## src/rtl/riscv_pkg.sv

```systemverilog
// riscv_pkg: opcodes, control states and datapath mux-select encodings for the multi-cycle core.
package riscv_pkg;
  localparam logic [6:0] OP_R      = 7'b0110011;
  localparam logic [6:0] OP_I      = 7'b0010011;
  localparam logic [6:0] OP_LUI    = 7'b0110111;
  localparam logic [6:0] OP_LOAD   = 7'b0000011;
  localparam logic [6:0] OP_STORE  = 7'b0100011;
  localparam logic [6:0] OP_BRANCH = 7'b1100011;
  localparam logic [6:0] OP_JAL    = 7'b1101111;
  typedef enum logic [3:0] {
    S_INIT     = 4'd0,
    S_FETCH    = 4'd1,
    S_DECODE   = 4'd2,
    S_EXEC_R   = 4'd3,
    S_EXEC_I   = 4'd4,
    S_EXEC_LUI = 4'd5,
    S_ADDR     = 4'd6,
    S_MEM_RD   = 4'd7,
    S_MEM_WR   = 4'd8,
    S_WB_MEM   = 4'd9,
    S_WB_ALU   = 4'd10,
    S_BRANCH   = 4'd11,
    S_JAL      = 4'd12,
    S_TRAP     = 4'd15
  } state_t;
  localparam logic [1:0] ALU_A_PC    = 2'd0;
  localparam logic [1:0] ALU_A_OLDPC = 2'd1;
  localparam logic [1:0] ALU_A_RS1   = 2'd2;
  localparam logic [1:0] ALU_A_ZERO  = 2'd3;
  localparam logic [1:0] ALU_B_RS2   = 2'd0;
  localparam logic [1:0] ALU_B_IMM   = 2'd1;
  localparam logic [1:0] ALU_B_FOUR  = 2'd2;
  localparam logic [1:0] ALU_OP_ADD  = 2'd0;
  localparam logic [1:0] ALU_OP_SUB  = 2'd1;
  localparam logic [1:0] ALU_OP_FN   = 2'd2;
  localparam logic [1:0] RES_ALUOUT  = 2'd0;
  localparam logic [1:0] RES_MEM     = 2'd1;
  localparam logic [1:0] RES_ALU     = 2'd2;
  function automatic logic is_mem(state_t s);
    return s inside {S_FETCH, S_MEM_RD, S_MEM_WR};
  endfunction
endpackage

```

## src/rtl/riscv_mem_watchdog.sv

```systemverilog
// riscv_mem_watchdog: wait-cycle counter for memory states; ports clk, rst (async active-low), clr, inc, expired.
module riscv_mem_watchdog #(
  parameter int MEM_TIMEOUT = 15,
  parameter int CNT_W       = 8
) (
  input  logic clk,
  input  logic rst,
  input  logic clr,
  input  logic inc,
  output logic expired
);
  logic [CNT_W-1:0] cnt;
  always_ff @(posedge clk or negedge rst)
    if (!rst) cnt <= '0;
    else if (clr) cnt <= '0;
    else if (inc) cnt <= cnt + CNT_W'(1);
  assign expired = cnt == CNT_W'(MEM_TIMEOUT);
endmodule

```

## src/rtl/riscv_mc_control.sv

```systemverilog
// riscv_mc_control: multi-cycle control FSM; inputs opcode/branch_taken/mem_ready, outputs memory port, PC/IR/reg enables, mux selects, trap, state.
module riscv_mc_control
  import riscv_pkg::*;
#(
  parameter int MEM_TIMEOUT = 15,
  parameter int CNT_W       = 8
) (
  input  logic       clk,
  input  logic       rst,
  input  logic [6:0] opcode,
  input  logic       branch_taken,
  input  logic       mem_ready,
  output logic       mem_req,
  output logic       mem_we,
  output logic       adr_src,
  output logic       ir_we,
  output logic       pc_we,
  output logic       pc_src,
  output logic       reg_we,
  output logic [1:0] alu_src_a,
  output logic [1:0] alu_src_b,
  output logic [1:0] alu_op,
  output logic [1:0] result_src,
  output logic       trap,
  output logic [3:0] state
);
  state_t cur, nxt;
  logic in_mem, expired;
  // Counter is held clear outside memory states and on the completing cycle,
  // so it always reads 0 on entry, including the direct MEM_WR -> FETCH hop.
  assign in_mem = is_mem(cur);
  riscv_mem_watchdog #(.MEM_TIMEOUT(MEM_TIMEOUT), .CNT_W(CNT_W)) u_wd (
    .clk(clk),
    .rst(rst),
    .clr(!in_mem || mem_ready),
    .inc(in_mem && !mem_ready),
    .expired(expired)
  );
  always_ff @(posedge clk or negedge rst)
    if (!rst) cur <= S_INIT;
    else cur <= nxt;
  always_comb begin
    nxt = S_TRAP;
    case (cur)
      S_INIT:     nxt = S_FETCH;
      S_FETCH:    nxt = mem_ready ? S_DECODE : expired ? S_TRAP : S_FETCH;
      S_DECODE:
        case (opcode)
          OP_R:              nxt = S_EXEC_R;
          OP_I:              nxt = S_EXEC_I;
          OP_LUI:            nxt = S_EXEC_LUI;
          OP_LOAD, OP_STORE: nxt = S_ADDR;
          OP_BRANCH:         nxt = S_BRANCH;
          OP_JAL:            nxt = S_JAL;
          default:           nxt = S_TRAP;
        endcase
      S_EXEC_R, S_EXEC_I, S_EXEC_LUI: nxt = S_WB_ALU;
      S_ADDR:     nxt = opcode[5] ? S_MEM_WR : S_MEM_RD;
      S_MEM_RD:   nxt = mem_ready ? S_WB_MEM : expired ? S_TRAP : S_MEM_RD;
      S_MEM_WR:   nxt = mem_ready ? S_FETCH : expired ? S_TRAP : S_MEM_WR;
      S_WB_MEM, S_WB_ALU, S_BRANCH, S_JAL: nxt = S_FETCH;
      default:    nxt = S_TRAP;
    endcase
  end
  always_comb begin
    mem_req    = 1'b0;
    mem_we     = 1'b0;
    adr_src    = 1'b0;
    ir_we      = 1'b0;
    pc_we      = 1'b0;
    pc_src     = 1'b0;
    reg_we     = 1'b0;
    alu_src_a  = ALU_A_PC;
    alu_src_b  = ALU_B_RS2;
    alu_op     = ALU_OP_ADD;
    result_src = RES_ALUOUT;
    trap       = 1'b0;
    case (cur)
      S_FETCH: begin
        mem_req   = 1'b1;
        ir_we     = mem_ready;
        pc_we     = mem_ready;
        alu_src_b = ALU_B_FOUR;
      end
      S_DECODE: begin
        alu_src_a = ALU_A_OLDPC;
        alu_src_b = ALU_B_IMM;
      end
      S_EXEC_R: begin
        alu_src_a = ALU_A_RS1;
        alu_op    = ALU_OP_FN;
      end
      S_EXEC_I: begin
        alu_src_a = ALU_A_RS1;
        alu_src_b = ALU_B_IMM;
        alu_op    = ALU_OP_FN;
      end
      S_EXEC_LUI: begin
        alu_src_a = ALU_A_ZERO;
        alu_src_b = ALU_B_IMM;
      end
      S_ADDR: begin
        alu_src_a = ALU_A_RS1;
        alu_src_b = ALU_B_IMM;
      end
      S_MEM_RD: begin
        mem_req = 1'b1;
        adr_src = 1'b1;
      end
      S_MEM_WR: begin
        mem_req = 1'b1;
        mem_we  = 1'b1;
        adr_src = 1'b1;
      end
      S_WB_MEM: begin
        reg_we     = 1'b1;
        result_src = RES_MEM;
      end
      S_WB_ALU:   reg_we = 1'b1;
      S_BRANCH: begin
        alu_src_a = ALU_A_RS1;
        alu_op    = ALU_OP_SUB;
        pc_src    = 1'b1;
        pc_we     = branch_taken;
      end
      S_JAL: begin
        alu_src_a  = ALU_A_OLDPC;
        alu_src_b  = ALU_B_FOUR;
        result_src = RES_ALU;
        reg_we     = 1'b1;
        pc_src     = 1'b1;
        pc_we      = 1'b1;
      end
      S_TRAP:     trap = 1'b1;
      default: ;
    endcase
  end
  assign state = cur;
endmodule

```

## config.mk

```make
export PLATFORM = sky130hd
export DESIGN_NAME = riscv_mc_control
export DESIGN_NICKNAME = d
export VERILOG_FILES = /design/src/rtl/riscv_pkg.sv /design/src/rtl/riscv_mem_watchdog.sv /design/src/rtl/riscv_mc_control.sv
export SDC_FILE = /design/constraint.sdc
export NUM_CORES = 1
export LEC_CHECK = 0
export ABC_AREA = 1
export CAP_MARGIN = 10
export CORE_ASPECT_RATIO = 0.5
export CORE_MARGIN = 4
export CORE_UTILIZATION = 30
export DETAILED_ROUTE_END_ITERATION = 8
export GPL_ROUTABILITY_DRIVEN = 0
export PLACE_DENSITY = 0.57
export SLEW_MARGIN = 5
export SYNTH_ARGS = -nofsm -noshare
export SYNTH_HDL_FRONTEND = slang
export SYNTH_SLANG_ARGS = --single-unit
```

## constraint.sdc

```tcl
create_clock -name clk -period 3.55 [get_ports clk]
set_clock_uncertainty 0.15 [all_clocks]
set_input_delay 0.71 -clock clk [delete_from_list [all_inputs] [get_ports clk]]
set_output_delay 0.71 -clock clk [all_outputs]
set_load 0.01 [all_outputs]
```

# Yosys cells after proc, flatten, opt, wreduce, memory -nomap -nowiden
# Cells that the tools add are included.
[classes] n_addsub=1 n_eq_ne=21 muxes=23 n_reduce_logical=19
[ops] operator="$pmux 4 s7" count=1
[ops] operator="$eq 4x4->1 const B" count=6
[ops] operator="$mux 4" count=6
[ops] operator="$pmux 4 s6" count=1
[ops] operator="$eq 7x6->1 const B" count=3
[ops] operator="$eq 4x3->1 const B" count=4
[ops] operator="$mux 8" count=2
[ops] operator="$eq 7x7->1 const B" count=2
[ops] operator="$pmux 2 s2" count=3
[ops] operator="$reduce_or 2->1" count=6
[ops] operator="$reduce_or 3->1" count=3
[ops] operator="$add 8x1->8 const B" count=1
[ops] operator="$eq 4x2->1 const B" count=2
[ops] operator="$eq 8x4->1 const B" count=1
[ops] operator="$reduce_or 4->1" count=2
[ops] operator="$eq 7x2->1 const B" count=1
[ops] operator="$eq 7x5->1 const B" count=1
[ops] operator="$mux 1" count=7
[ops] operator="$pmux 2 s3" count=1
[ops] operator="$reduce_or 5->1" count=1
[ops] operator="$eq 4x1->1 const B" count=1
[ops] operator="$logic_not 4->1" count=1
[ops] operator="$mux 3" count=1
[ops] operator="$pmux 1 s3" count=1
[ops] operator="5 further kinds" count=6
[word_totals] reg_bits=12 output_inout_bits=20 elab_cells=66

# Logic depth before layout (Yosys ltp)
[depth] depth_word=5 mapped_depth=9 mapped_depth_nobuf=9

# Cells and area by module
# From an unflattened synthesis, not the netlist that was laid out.
[hier_totals] cells_unflattened=180 area_unflattened_um2=1057.3
[modules_own_cells] module="riscv_mc_control" instances=1 cells_each=119 area_per_inst_um2=600.6
[modules_own_cells] module="riscv_mem_watchdog" instances=1 cells_each=61 area_per_inst_um2=456.7

# Worst setup path before layout
# OpenSTA, ideal clock, no wires.
[synth_path] kind="input to output" startpoint="in mem_ready" endpoint="out pc_we" t_arrival_ns=1.236 path_slack_ns=1.454 stages=3 n_path_buf=0 path_cell_list="inv_1 > nor2_1 > a211o_1"
[synth_between] elab_chain_len=1
[synth_rtl] item="from (decl)" line_no="riscv_mc_control.sv:12" rtl="input logic mem_ready,"
[synth_rtl] item="$pmux 1 s3" line_no="riscv_mc_control.sv:78" rtl="case (cur)"
[synth_rtl] item="to (decl)" line_no="riscv_mc_control.sv:17" rtl="output logic pc_we,"
# No other way between the ends.

# Worst setup path after layout
# Same ends and word-level chain as after synthesis.

==> results.ini <==
[pwr]
leakage_uw = 0.000650
p_int_uw = 247
irDropWorstVdd_uv = 137
powerDensity_mw_per_mm2 = 226
power.share.combinational_pct = 8.0
pwr-share-seq_pct = 44.2
p_sw_uw = 62.4
finalPower_uw = 310
p_sw_share_pct = 20.2
clkPwrFrac_pct = 47.8

[synthesis]
postSynthCellCount = 157
netlist-cell-type-count = 19
synth_edf_count = 0
netlist_area_sq_um = 962
ys_seq_area_share_pct = 31.2
syn_nets = 169
ys_dominant_reg_cell = dfrtp_1
syn_area_per_cell_sq_um = 6.13
synth_warnings = 0
ys_ff_latch = 12
synthArstFlopShare_pct = 100

[clocking]
hold_buffers = 0
clockBufferDepth = 2
post_cts_buffers = 0
clock_latency_ps = 240
cts-resized-gates = 0
clkTransAtPathRegs_ps = 50
cts_tree = done
clock-root-buffer = clkbuf_8
cts_sinks = 12
cts_max_level = 1
numCtsBuffers = 3

[timing]
postLayoutSetupSlackWorst_ps = 489
hold_viol = 0
post-route-min-period_ps = 3060
slew_violations = 0
grt_setup_unrepaired = false
relSlewSlack_pct = 63.9
setup_tns_ps = 0
fmax_ghz = 0.327
setup_violations = 0
tightestPinTransition_ps = 540
period_share_pct = 86.2

[setup_path]
worstPathArrival_ps = 2200
worstSetupPathType = in2out
worst_setup_path_start_kind = primary input
cp_data_required_time_ps = 2690
cp-end-kind = output pin
critPathMaxFanout = 6

[detailed_routing]
drt-pass1-iter-count = 4
viasPerCell = 4.37
antenna_left = 0
drt-total-wl_mm = 2.40
drcViolationCount = 0
routedWlPerCell_um = 10.4
vias = 1010
drtIter0Drc = 40

[placement]
io_buffers = 30
place_hpwl_mm = 1.99
preCtsSetupSlack_ps = 487
placed_area_sq_mm = 0.00131

[final_layout]
area_growth_pct = 42.1
design_area_sq_mm = 0.00137
final_util_pct = 45.1
nets = 204
diodes = 0
drive_gt1_share_pct = 8.90

[global_route]
antenna_found_initial = 0
first_global_vias = 899
grt_max_degree = 13
grt_pass1_wl_mm = 3.94
track_usage_pct = 12.2
gr-total-overflow = 0

[job]
maxCapViolations = 0

[outcome]
outcome = finished clean

[min_path]
hold_class = reg2reg

[die]
io_pins = 31
die_y_um = 48.0
row_count = 14
die_area_sq_mm = 0.00423
fp.dieW_um = 88.1
start_util_pct = 31.8
fp.coreArea_sq_mm = 0.00303

==> sequential cells by signal (all words and copies together), names as in the netlist <==
register and flops:
u_wd.cnt 8, state 4
==> cells by family after synthesis <==
logic type / share of synthesized area [%]
compound gates: 7.67
xor+xnor: 1.82
fa+ha+maj: 1.30
buf+inv: 9.75
flops: 31.2
simple gates: 48.2
==> synth_stat cells (2+ instances only) <==
cell     instances  area share [%]
nand2_1         47              18
nor2_1          35              14
nand4_1          2             1.3
nand3_1         12             6.2
inv_2            2            0.78
inv_1           23             9.0
o21ai_2          2             1.8
dfrtp_1         12              31
nand2_2          4             2.6
nor3b_2          3             3.9
o21ai_0          7             3.6
==> critical path, cell delays in order <==
cell             delay (ps)
clkdlybuf4s50_1         460
inv_1                   220
nor2_1                  100
a211o_1                 230
clkdlybuf4s50_1         470
==> per-stage QoR <==
step	hold WS [ps]	instances
3_5_place_dp	318	227
4_1_cts	327	231
2_1_floorplan	264	157
6_report	322	231
3_3_place_gp	311	227
5_1_grt	339	231
==> layout make-up <==
type | instances | area, sq um
Clock buffer | 4 | 55.1
Fill cell | 328 | 1660
Inverter | 25 | 93.8
Multi-Input combinational cell | 120 | 568
Sequential cell | 12 | 300
Tap cell | 40 | 50.0
Timing Repair Buffer | 30 | 300
==> cell usage in the layout (no fill, tap or decap) <==
cell type        netlist  routed
a211o_1                1       1
a21oi_1                1       1
clkbuf_8               0       4
clkdlybuf4s50_1        0      30
dfrtp_1               12      12
ha_1                   1       1
inv_1                 23      23
inv_2                  2       2
nand2_1               47      47
nand2_2                4       4
nand2_4                1       1
nand3_1               12      12
nand3_2                1       1
nand4_1                2       2
nor2_1                35      35
nor3b_2                3       3
o21ai_0                7       7
o21ai_2                2       2
o21bai_1               1       1
xnor2_1                1       1
xor2_1                 1       1
==> path summary, 6_finish.rpt <==
| check | slack, ps | from | to | cells after the start |
|---|---|---|---|---|
| max in group asynchronous | 2220 | rst | state[0]$_DFF_PN0_ | 1 |
| worst max register to register | 1980 | u_wd.cnt[0]$_DFF_PN0_ | state[1]$_DFF_PN0_ | 7 |
| min in group asynchronous | 670 | rst | u_wd.cnt[0]$_DFF_PN0_ | 1 |
| worst min register to register | 320 | u_wd.cnt[0]$_DFF_PN0_ | u_wd.cnt[0]$_DFF_PN0_ | 1 |
| worst max-delay path | 490 | mem_ready | pc_we | 5 |
| worst min-delay path | 320 | u_wd.cnt[0]$_DFF_PN0_ | u_wd.cnt[0]$_DFF_PN0_ | 1 |
==> power by group through the flow <==
stage	logic, uW	registers [uW]	clock network, uW
floorplan	8.08	139	0
global placement	25.0	139	0
detailed placement	25.2	139	0
CTS	25.4	137	154
global route	28.3	137	160
finish	24.9	137	148
==> metal layers <==
layer	GRT usage, %	vias up	part of all wire (%)
li1	-	552	-
met1	15.6	437	47
met2	21.7	19	47
met3	2.58	2	5.0
met4	2.71	0	0.50
met5	0	-	0
No activity file was read; power rests on OpenSTA's default activity.
